===== src/rtl/zktc_gpio_pkg.sv =====
`default_nettype none
// ============================================================================
// Module      : zktc_gpio_pkg
// Description : Register offsets and bus width shared by the zktc GPIO input
//               capture peripheral.
// Revision    : 1.0 - initial release
// ============================================================================
package zktc_gpio_pkg;

  localparam int GPIO_BUS_W = 16;

  localparam logic [1:0] GPIO_DATA    = 2'd0;
  localparam logic [1:0] GPIO_RISE_EN = 2'd1;
  localparam logic [1:0] GPIO_FALL_EN = 2'd2;
  localparam logic [1:0] GPIO_PEND    = 2'd3;

endpackage
`default_nettype wire


===== src/rtl/zktc_gpio_debounce.sv =====
`default_nettype none
// ============================================================================
// Module      : zktc_gpio_debounce
// Description : Single-pin debouncer from synchroniser output to `stable`.
//               Built only when ZKTC_GPIO_DEBOUNCE_EN is defined.
// Revision    : 1.0 - initial release
// ============================================================================
`ifdef ZKTC_GPIO_DEBOUNCE_EN
module zktc_gpio_debounce #(
  parameter int DEBOUNCE_CYCLES = 1000
) (
  input  logic clk,
  input  logic rstn,
  input  logic load,
  input  logic en,
  input  logic sync_in,
  output logic stable
);

  localparam int             CNT_W    = $clog2(DEBOUNCE_CYCLES);
  localparam logic [CNT_W-1:0] CNT_LAST = CNT_W'(DEBOUNCE_CYCLES - 1);

  logic [CNT_W-1:0] cnt_q;
  logic [CNT_W-1:0] cnt_d;
  logic             stable_q;
  logic             stable_d;

  // load seeds the level on arming so a pin idling high is not seen as a rise
  always_comb begin
    cnt_d    = cnt_q;
    stable_d = stable_q;
    if (load) begin
      stable_d = sync_in;
      cnt_d    = '0;
    end else if (en) begin
      if (sync_in == stable_q) begin
        cnt_d = '0;
      end else if (cnt_q == CNT_LAST) begin
        stable_d = sync_in;
        cnt_d    = '0;
      end else begin
        cnt_d = cnt_q + 1'b1;
      end
    end
  end

  always_ff @(posedge clk or negedge rstn) begin
    if (!rstn) begin
      cnt_q    <= '0;
      stable_q <= 1'b0;
    end else begin
      cnt_q    <= cnt_d;
      stable_q <= stable_d;
    end
  end

  assign stable = stable_q;

endmodule
`endif
`default_nettype wire


===== src/rtl/zktc_gpio_in.sv =====
`default_nettype none
// ============================================================================
// Module      : zktc_gpio_in
// Description : GPIO input capture: synchronise, optional debounce
//               (ZKTC_GPIO_DEBOUNCE_EN), edge detect into W1C PEND, level irq.
// Revision    : 1.0 - initial release
// ============================================================================
module zktc_gpio_in
  import zktc_gpio_pkg::*;
#(
  parameter int WIDTH           = 8,
  parameter int DEBOUNCE_CYCLES = 1000
) (
  input  logic                  clk,
  input  logic                  rstn,
  input  logic [WIDTH-1:0]      io_in,
  input  logic [1:0]            addr,
  input  logic                  we,
  input  logic                  re,
  input  logic [GPIO_BUS_W-1:0] wdata,
  output logic [GPIO_BUS_W-1:0] rdata,
  output logic                  irq
);

  logic [WIDTH-1:0]      sync1_q,   sync1_d;
  logic [WIDTH-1:0]      sync2_q,   sync2_d;
  logic [1:0]            fill_q,    fill_d;
  logic                  armed_q,   armed_d;
  logic [WIDTH-1:0]      prev_q,    prev_d;
  logic [WIDTH-1:0]      rise_en_q, rise_en_d;
  logic [WIDTH-1:0]      fall_en_q, fall_en_d;
  logic [WIDTH-1:0]      pend_q,    pend_d;
  logic [GPIO_BUS_W-1:0] rdata_q,   rdata_d;

  logic [WIDTH-1:0] w_stable;
  logic [WIDTH-1:0] w_set;
  logic [WIDTH-1:0] w_clr;
  logic             w_valid;
  logic             w_arm_load;
  logic             w_unused_wdata;

  assign w_unused_wdata = ^wdata;

`ifdef ZKTC_GPIO_DEBOUNCE_EN
  for (genvar gi = 0; gi < WIDTH; gi++) begin : g_debounce
    zktc_gpio_debounce #(
      .DEBOUNCE_CYCLES(DEBOUNCE_CYCLES)
    ) u_debounce (
      .clk    (clk),
      .rstn   (rstn),
      .load   (w_arm_load),
      .en     (armed_q),
      .sync_in(sync2_q[gi]),
      .stable (w_stable[gi])
    );
  end
`else
  localparam int unused_debounce_cycles = DEBOUNCE_CYCLES;
  assign w_stable = sync2_q;
`endif

  // The synchroniser holds real pin data once two edges have passed since reset
  assign w_valid    = (fill_q == 2'd2);
  assign w_arm_load = w_valid & ~armed_q;

  always_comb begin
    sync1_d   = io_in;
    sync2_d   = sync1_q;
    fill_d    = w_valid ? fill_q : fill_q + 2'd1;
    armed_d   = armed_q | w_valid;
    prev_d    = w_arm_load ? sync2_q : w_stable;
    rise_en_d = rise_en_q;
    fall_en_d = fall_en_q;
    w_clr     = '0;
    w_set     = '0;
    rdata_d   = rdata_q;

    if (armed_q) begin
      w_set = ((w_stable & ~prev_q) & rise_en_q) | ((~w_stable & prev_q) & fall_en_q);
    end

    if (we) begin
      case (addr)
        GPIO_RISE_EN: rise_en_d = wdata[WIDTH-1:0];
        GPIO_FALL_EN: fall_en_d = wdata[WIDTH-1:0];
        GPIO_PEND:    w_clr     = wdata[WIDTH-1:0];
        default:      ;
      endcase
    end

    // Set is applied after clear so a coincident new edge survives the W1C
    pend_d = (pend_q & ~w_clr) | w_set;

    if (re) begin
      rdata_d = '0;
      case (addr)
        GPIO_DATA:    rdata_d[WIDTH-1:0] = w_stable;
        GPIO_RISE_EN: rdata_d[WIDTH-1:0] = rise_en_q;
        GPIO_FALL_EN: rdata_d[WIDTH-1:0] = fall_en_q;
        GPIO_PEND:    rdata_d[WIDTH-1:0] = pend_q;
        default:      rdata_d            = '0;
      endcase
    end
  end

  always_ff @(posedge clk or negedge rstn) begin
    if (!rstn) begin
      sync1_q   <= '0;
      sync2_q   <= '0;
      fill_q    <= '0;
      armed_q   <= 1'b0;
      prev_q    <= '0;
      rise_en_q <= '0;
      fall_en_q <= '0;
      pend_q    <= '0;
      rdata_q   <= '0;
    end else begin
      sync1_q   <= sync1_d;
      sync2_q   <= sync2_d;
      fill_q    <= fill_d;
      armed_q   <= armed_d;
      prev_q    <= prev_d;
      rise_en_q <= rise_en_d;
      fall_en_q <= fall_en_d;
      pend_q    <= pend_d;
      rdata_q   <= rdata_d;
    end
  end

  assign rdata = rdata_q;
  assign irq   = |pend_q;

endmodule
`default_nettype wire


===== config.mk =====
export PLATFORM = sky130hd
export DESIGN_NAME = zktc_gpio_in
export DESIGN_NICKNAME = d
export VERILOG_FILES = /design/src/rtl/zktc_gpio_pkg.sv /design/src/rtl/zktc_gpio_debounce.sv /design/src/rtl/zktc_gpio_in.sv
export SDC_FILE = /design/constraint.sdc
export NUM_CORES = 1
export LEC_CHECK = 0
export BUFFER_PORTS_ARGS = -buffer_cell sky130_fd_sc_hd__buf_4
export CAP_MARGIN = 5
export CORE_MARGIN = 3
export CORE_UTILIZATION = 54
export DETAILED_ROUTE_END_ITERATION = 8
export PLACE_DENSITY = 0.78
export SLEW_MARGIN = 30
export SYNTH_ARGS = -nofsm -noshare
export SYNTH_HDL_FRONTEND = slang
export SYNTH_SLANG_ARGS = --single-unit
export TNS_END_PERCENT = 1

===== constraint.sdc =====
create_clock -name clk -period 1.4 [get_ports clk]
set_input_delay 0.28 -clock clk [delete_from_list [all_inputs] [get_ports clk]]
set_output_delay 0.28 -clock clk [all_outputs]
set_load 0.005 [all_outputs]

Yosys cells after proc, flatten, opt, wreduce, memory -nomap -nowiden
Cells that the tools add are included.
- word-level logic and storage cells: 33
- output and inout bits: 17
- register bits: 59
- add/sub/neg operators: 1
- bitwise operators: 11
- multiplexer cells: 4
- eq/ne operators: 4
- reductions and logical operators: 4
- operators with widths (cell ; number):
    $and 8x8->8 ; 5
    $pmux 8 s4 ; 1
    $mux 8 ; 3
    $not 8->8 ; 3
    $or 8x8->8 ; 2
    $reduce_or 8->1 ; 1
    $eq 2x2->1 const B ; 3
    $reduce_and 2->1 ; 2
    $add 2x1->2 const B ; 1
    $eq 2x1->1 const B ; 1
    $logic_not 2->1 ; 1
    $or 1x1->1 ; 1

Logic depth before layout (Yosys ltp)
Gate-level depths: netlist of the first run.
- depth after elaboration: 6
- gate-level depth with buffers: 5
- depth with buffers taken out: 4

Worst setup path before layout of the first run
Ideal clock, no wire load.
- kind: input -> register
- from: input port addr[1]
- to: register rdata_q[5] (netlist: rdata[5])
- stages on the path: 5
- arrival time: 0.969 ns
- slack: 0.290 ns
- required time: 1.259 ns
- path through: buf_6 -> buf_12 -> mux2_4 -> nand2_1 -> o221ai_1
- word-level cells in the longest chain between the ends: 2
- elaborated cells between the ends (all ways): 5
- those cells by class: 3 x eq/ne; 1 x mux; 1 x reduce/logical
- ends and longest elaborated chain (item ; RTL line ; RTL):
    start: declaration ; zktc_gpio_in.sv:17 ; input logic [1:0] addr,
    $eq 2x2->1, or another cell as far along ; zktc_gpio_in.sv:96 ; case (addr)
    $pmux 8 s4 (*) ; zktc_gpio_in.sv:96 ;
    end signal: assignment ; zktc_gpio_in.sv:126 ; rdata_q <= rdata_d;
    end: declaration ; zktc_gpio_in.sv:33 ; logic [GPIO_BUS_W-1:0] rdata_q, rdata_d;
Every way passes the cells marked *; elsewhere a longest branch is shown, timed or not.
A chain may end at the register's enable or synchronous reset.

Worst setup path after layout of the first run
- from: register pend_q[2]
- to: output port irq
- word-level cells in the longest chain between the ends: 1
- ends and longest elaborated chain (item ; RTL line ; RTL):
    start: declaration ; zktc_gpio_in.sv:32 ; logic [WIDTH-1:0] pend_q, pend_d;
    start signal: assignment ; zktc_gpio_in.sv:125 ; pend_q <= pend_d;
    $reduce_or 8->1 ; zktc_gpio_in.sv:131 ; assign irq = |pend_q;
    end: declaration ; zktc_gpio_in.sv:22 ; output logic irq
Every way passes these cells.

==> results of run 1 <==
cells in the mapped netlist:
cell	n	area (µm²)
buf_2	2	10.0
nor2b_1	1	6.26
o21ai_0	9	45.0
and3_2	1	7.51
dfrtp_1	59	1480
or2_2	1	6.26
mux2i_1	8	80.1
inv_1	9	33.8
buf_12	1	20.0
nor4_1	2	12.5
buf_4	9	67.6
nand3b_4	1	20.0
nand3b_1	8	60.1
ha_1	1	12.5
nand2_1	27	101
xnor2_1	1	8.76
clkbuf_1	1	3.75
a22o_1	8	70.1
buf_6	1	11.3
conb_1	1	3.75
mux2_4	2	30.0
o221ai_1	8	70.1
mux2_2	22	248
nand3b_2	1	11.3
cells by family after synthesis:
kind of cell | count (synthesis) | share of synthesized area [%]
fa+ha+maj | 1 | 0.518
compound gates | 25 | 7.66
flops | 59 | 61.1
xor+xnor | 1 | 0.363
simple gates | 42 | 9.32
buf+inv | 23 | 6.06
other cells | 1 | 0.155
mux | 32 | 14.8
registers in the layout, summed over array words and instances (netlist names), 2 cells and up:
name / cells
fall_en_q: 8
pend_q: 8
prev_d: 8
prev_q: 8
rdata: 8
rise_en_q: 8
sync1_q: 8
fill_q: 2
worst max-delay path, delay by kind of cell (launching register included):
kind | cells | cell delay (ns)
simple gates | 2 | 0.39
flops | 1 | 0.40
buf+inv | 1 | 0.14
metrics by stage:
stage                     setup slack [ns]  power (mW)  cell area [µm²]
after floorplan                      0.290        2.38             2440
after global placement               0.117        2.59             2680
after detailed placement             0.106        2.64             2680
after CTS                           -0.161        4.01             2880
after global routing                -0.194        4.18             2900
final                               -0.147        3.99             2900
cell usage in the layout, fill, tap and decap left out, types with 3 or more instances in the layout:
cell | synthesis | final
a22o_1 | 8 | 8
buf_4 | 9 | 36
clkbuf_1 | 1 | 3
clkbuf_8 | 0 | 11
conb_1 | 1 | 8
dfrtp_1 | 59 | 59
inv_1 | 9 | 9
mux2_2 | 22 | 22
mux2i_1 | 8 | 8
nand2_1 | 27 | 27
nand3b_1 | 8 | 8
o21ai_0 | 9 | 9
o221ai_1 | 8 | 8
area by class of cell:
| cell class | count | share of cell area, % |
|---|---|---|
| flip-flops and latches | 59 | 51.0 |
| clock buffers | 14 | 5.61 |
| clock inverters | 2 | 0.345 |
| repair buffers | 39 | 11.1 |
| well taps | 50 | 2.16 |
| multi-input cells | 109 | 28.7 |
| inverters | 9 | 1.17 |
worst min path at each step:
stage,startpoint,to
after detailed placement,rstn,fall_en_q[7]
after floorplan,rstn,armed_q
after global routing,io_in[4],sync1_q[4]
after CTS,io_in[4],sync1_q[4]
final,io_in[1],sync1_q[1]
after global placement,rstn,prev_q[7]
metal layers:
layer	vias to the layer above	global-route usage (%)
li1	715	-
met1	834	25.3
met2	60	34.2
met3	12	6.34
met4	0	11.7
met5	-	0
where the power goes:
group / switching, mW / internal, mW
Sequential: 0.160 / 1.92
Clock: 0.606 / 0.734
Combinational: 0.238 / 0.333
Total: 1.00 / 2.98
repair_timing:
item,in CTS,in global routing
resized for setup,1,1
hold buffers,1,0
gates cloned,0,0
endpoints found under the hold margin,26,0
buffers inserted,2,1
endpoints found under the setup margin,1,1
pin swaps,1,2
==> impl_results.md, run 1 <==
- Status: finished with violations
- Failing checks: negative setup slack
- Hold depth: 1
- WL/cell: 17.7 µm
- IO Pins: 47
- Initial DRT Pass Iterations: 4
- Peak supply drop: 0.848 mV
- Mapped cell area: 2420 µm²
- Post-route insts no fill: 282
- Port bufs: 30
- Setup CP Type: reg -> out
- Vias in the first global route: 1717
- Crit-path cells: nor4_2, nand2_1, buf_4
- H-tree level count: 3
- Initial Util: 58.3%
- Clk sinks: 59
- Num CTS Buffers: 9
- Total track usage: 21.2%
- Layout cells sized above 1: 34.9%
- Core Region: 4140 µm²
- Unrepaired setup endpoints after global routing: true
- Syn avg cell area: 13.1 µm²
- Crit-path max cell delay: 0.40 ns
- Setup TNS Final: -0.147 ns
- Register area: 1480 µm²
- Final hold violations: 0
- R2R setup slack: 0.30 ns
- First-pass GRT wire length: 8110 µm
- Mapped Cells: 184
- Hold WC Path Type: in -> reg
- Iter 0 DRT Violations: 117
- Crit. End Element: output pin
- Root Driver: clkbuf_8
- Post-placement cell count: 262
- Yosys Warn Count: 0
- Crit path required time: 1.12 ns
- CP endpoint: irq
- Residual DRC count: 0
- Final worst-path cycle share: 110%
- Inserted Diodes: 0
- Reg-to-reg startpoint: fill_q[0]
- Final core occ: 69.9%
- FMAX: 647 MHz
- Chip width: 72.9 µm
- Die Y: 72.9 µm
- Synth cell types: 24
- Maxcap violations: 0
- Slowest CP cell: dfrtp_1
- Endpoints failing setup: 1
- WL met3: 295 µm
- Filler instances: 291
- Leak: 1.35 nW
- CP startpoint: pend_q[2]
- DIE AREA: 5310 µm²
- Final min period: 1.55 ns
- Clock Path Buffers: 2
- Reg2reg end: armed_q
- Sequential fraction of the synthesis area: 61.1%
- Area grow syn2layout: 19.9%
- Fin Clk Skew: 0.00614 ns
- Fin nets: 258
- Row cnt: 23
- Final GP Congestion: 0.793
- Max-slew violations: 0
- CTS tree: yes
- Antenna violations before repair: 0
- DR vias/cell: 5.75
- WP data arrival: 1.27 ns
- WL met2: 2560 µm
- Routed met1 length: 1980 µm
- DR vias: 1621
- Area of the multi-input gates: 832 µm²
- Crit path launch type: flop
- Highest metal used: met4
- Worst Reg-to-Reg Cells: 3
- Yosys reg bits: 59
- Crit Path Max Fanout: 2
- Hpwl dp: 3340 µm
- Largest net degree at the start of global routing: 34
- Clk_lat worst skew: 0.33 ns
- Pwr/cell area: 1380 nW/µm²
- Slack of the critical path: -0.147 ns
- Routed Wire Length: 4990 µm
- Grt ovf: 0
- Clock slew seen by the registers of the worst setup and hold paths: 0.06 ns
- Fin Hold WS: 0.0502 ns
- ANT nets after route: 0
No activity file was read; power rests on OpenSTA's default activity.
==> run 2: changes to the inputs <==
--- a/config.mk
+++ b/config.mk
@@ -11,6 +11,7 @@
 export CORE_UTILIZATION = 54
 export DETAILED_ROUTE_END_ITERATION = 8
 export PLACE_DENSITY = 0.78
+export REMOVE_ABC_BUFFERS = 1
 export SLEW_MARGIN = 30
 export SYNTH_ARGS = -nofsm -noshare
 export SYNTH_HDL_FRONTEND = slang
==> run 2 against run 1 <==
Compared with the run above: the run still ends with negative setup slack left; non-clock buffer count increased by 3; power increased by 1.0%; combinational power decreased by 2%.
==> impl_results.md, run 2 (synthesis gave the netlist of run 1 again) <==
- Status: finished with violations (unchanged)
- Failing checks: negative setup slack (unchanged)
- Initial DRT Pass Iterations: 3 (was 4)
- Grt ovf: 0 (unchanged)
- Chip width: 72.9 µm (unchanged)
- Buffers & Inverters on Critical Path: 1 (unchanged)
- FMAX: 647 MHz (about the same)
- Routed Wire Length: 4520 µm (was 4990 µm)
- WP data arrival: 1.27 ns (about the same)
- DR vias: 1542 (was 1621)
- Placed Area: 2690 µm² (was 2680 µm²)
- Fin Clk Skew: 0.00455 ns (was 0.00614 ns)
- Filler instances: 294 (was 291)
- First-pass GRT wire length: 7530 µm (was 8110 µm)
- Commonest non-fill, non-tap cell in the layout: dfrtp_1 (unchanged)
- Most frequent cells in the layout: dfrtp_1, buf_4, nand2_1 (unchanged)
- Area of the multi-input gates: 826 µm² (was 832 µm²)
- Hpwl dp: 3160 µm (was 3340 µm)
- Internal Dissipation: 3.06 mW (was 2.98 mW)
- Total track usage: 19.5% (was 21.2%)
- Slack of the critical path: -0.147 ns (about the same)
- Final Power: 4.03 mW (was 3.99 mW)
- Delay-heaviest family, CP: simple AND/OR/NAND/NOR gates (was flip-flops)
- Final core occ: 70.2% (was 69.9%)
- Clk sinks: 59 (unchanged)
- Crit path launch type: flop (unchanged)
- Crit-path cells: nor4_2, nand2_1, buf_6 (was nor4_2, nand2_1, buf_4)
- Crit Path Max Fanout: 2 (unchanged)
- Clk_lat worst skew: 0.33 ns (about the same)
- Endpoints failing setup: 1 (unchanged)
- Fin nets: 261 (was 258)
- WL/cell: 15.9 µm (was 17.7 µm)
- Area grow syn2layout: 20.4% (was 19.9%)
- Slowest CP cell: dfrtp_1 (unchanged)
- Sequential share of power: 51.2% (was 52.1%)
- Antenna violations before repair: 0 (unchanged)
- ANT nets after route: 0 (unchanged)
- Final worst-path cycle share: 110% (about the same)
- Clock slew seen by the registers of the worst setup and hold paths: 0.06 ns (about the same)
- Sw Ratio: 24.1% (was 25.2%)
- Crit-path max cell delay: 0.39 ns (was 0.40 ns)
- H-tree level count: 3 (unchanged)
- Final hold violations: 0 (unchanged)
- Max-slew violations: 0 (unchanged)
- DR vias/cell: 5.43 (was 5.75)
- Residual DRC count: 0 (unchanged)
- Inserted Diodes: 0 (unchanged)
- Crit path required time: 1.12 ns (about the same)
- Vias in the first global route: 1603 (was 1717)
- Root Driver: clkbuf_8 (unchanged)
- Num CTS Buffers: 9 (unchanged)
- Leak: 1.36 nW (was 1.35 nW)
- Maxcap violations: 0 (unchanged)
- Switch Pwr: 0.972 mW (was 1.00 mW)
- Final min period: 1.55 ns (about the same)
- CTS tree: yes (unchanged)
- Row cnt: 23 (unchanged)
- Core Region: 4140 µm² (unchanged)
- Hold WC Path Type: in -> reg (unchanged)
- Crit. End Element: output pin (unchanged)
- Pwr/cell area: 1390 nW/µm² (was 1380 nW/µm²)
- Unrepaired setup endpoints after global routing: true (unchanged)
- Die Y: 72.9 µm (unchanged)
- Port bufs: 30 (unchanged)
- DIE AREA: 5310 µm² (unchanged)
- Clk network pwr share: 34.9% (was 33.6%)
- Layout cells sized above 1: 35.0% (was 34.9%)
- Iter 0 DRT Violations: 77 (was 117)
- Initial Util: 58.3% (unchanged)
- Fin area: 2910 µm² (was 2900 µm²)
- Peak supply drop: 0.781 mV (was 0.848 mV)
- Largest net degree at the start of global routing: 28 (was 34)
- Final GP Congestion: 0.819 (was 0.793)
- Setup CP Type: reg -> out (unchanged)
- Logic pwr share: 13.9% (was 14.3%)
- Register area: 1480 µm² (unchanged)
- IO Pins: 47 (unchanged)
- Clock Path Buffers: 2 (unchanged)
## run 2: cell count changes in the layout (fill, tap and decap cells not counted), sizes merged
cell | before | now
buf | 38 | 41
bufinv | 0 | 1
clkbuf | 14 | 12
## run 2: power by group through the flow
stage                     Clock [mW]  Combinational, mW  Sequential (mW)
after global placement             0              0.511             2.08
after floorplan                    0              0.289             2.05
after global routing            1.53              0.616             2.09
final                           1.40              0.560             2.06
after detailed placement           0              0.536             2.09
after CTS                       1.45              0.557             2.06
## run 2: repair_timing
item | CTS | global route
resized for setup | 1 | 1
buffers inserted | 2 | 1
hold endpoints to repair | 25 | 0
pin swaps | 1 | 2
hold buffers | 1 | 0
endpoints found under the setup margin | 1 | 1
## run 2: final timing paths
kind | start | cells after the start | end | slack (ns)
worst min-delay path | io_in[3] | 1 | sync1_q[3] | 0.05
max in group asynchronous | rstn | 3 | sync1_q[5] | 0.50
worst max register to register | fill_q[0] | 3 | armed_q | 0.34
worst max-delay path | pend_q[7] | 3 | irq | -0.15
min in group asynchronous | rstn | 2 | fall_en_q[0] | 0.40
worst min register to register | sync1_q[5] | 0 | prev_d[5] | 0.34
## run 2: per-layer routing
| layer | global-route usage, % | share of wire [%] | vias to the layer above | wire (µm) |
|---|---|---|---|---|
| li1 | - | - | 721 | - |
| met1 | 22.7 | 41 | 774 | 1870 |
| met2 | 30.7 | 51 | 37 | 2300 |
| met3 | 6.61 | 5.2 | 10 | 234 |
| met4 | 12.5 | 2.6 | 0 | 118 |
| met5 | 0 | 0 | - | 0 |
## run 2: cell type report
class	count	share of cell area, %
clock buffer	12	4.65
clock inverter	3	1.38
inverter	9	1.16
multi-input combinational	109	28.4
sequential	59	50.8
tap	50	2.15
timing repair buffer	42	11.5
## run 2: per-stage QoR
stage | hold WS (ns) | std cells | TNS, ns | worst slack, ns
2_1_floorplan | -0.0156 | 177 | 0 | 0.389
6_report | 0.0526 | 284 | -0.147 | -0.147
3_5_place_dp | 0.213 | 265 | 0 | 0.0821
5_1_grt | 0.0321 | 284 | -0.205 | -0.205
4_1_cts | 0.0314 | 283 | -0.141 | -0.141
3_3_place_gp | 0.205 | 265 | 0 | 0.114
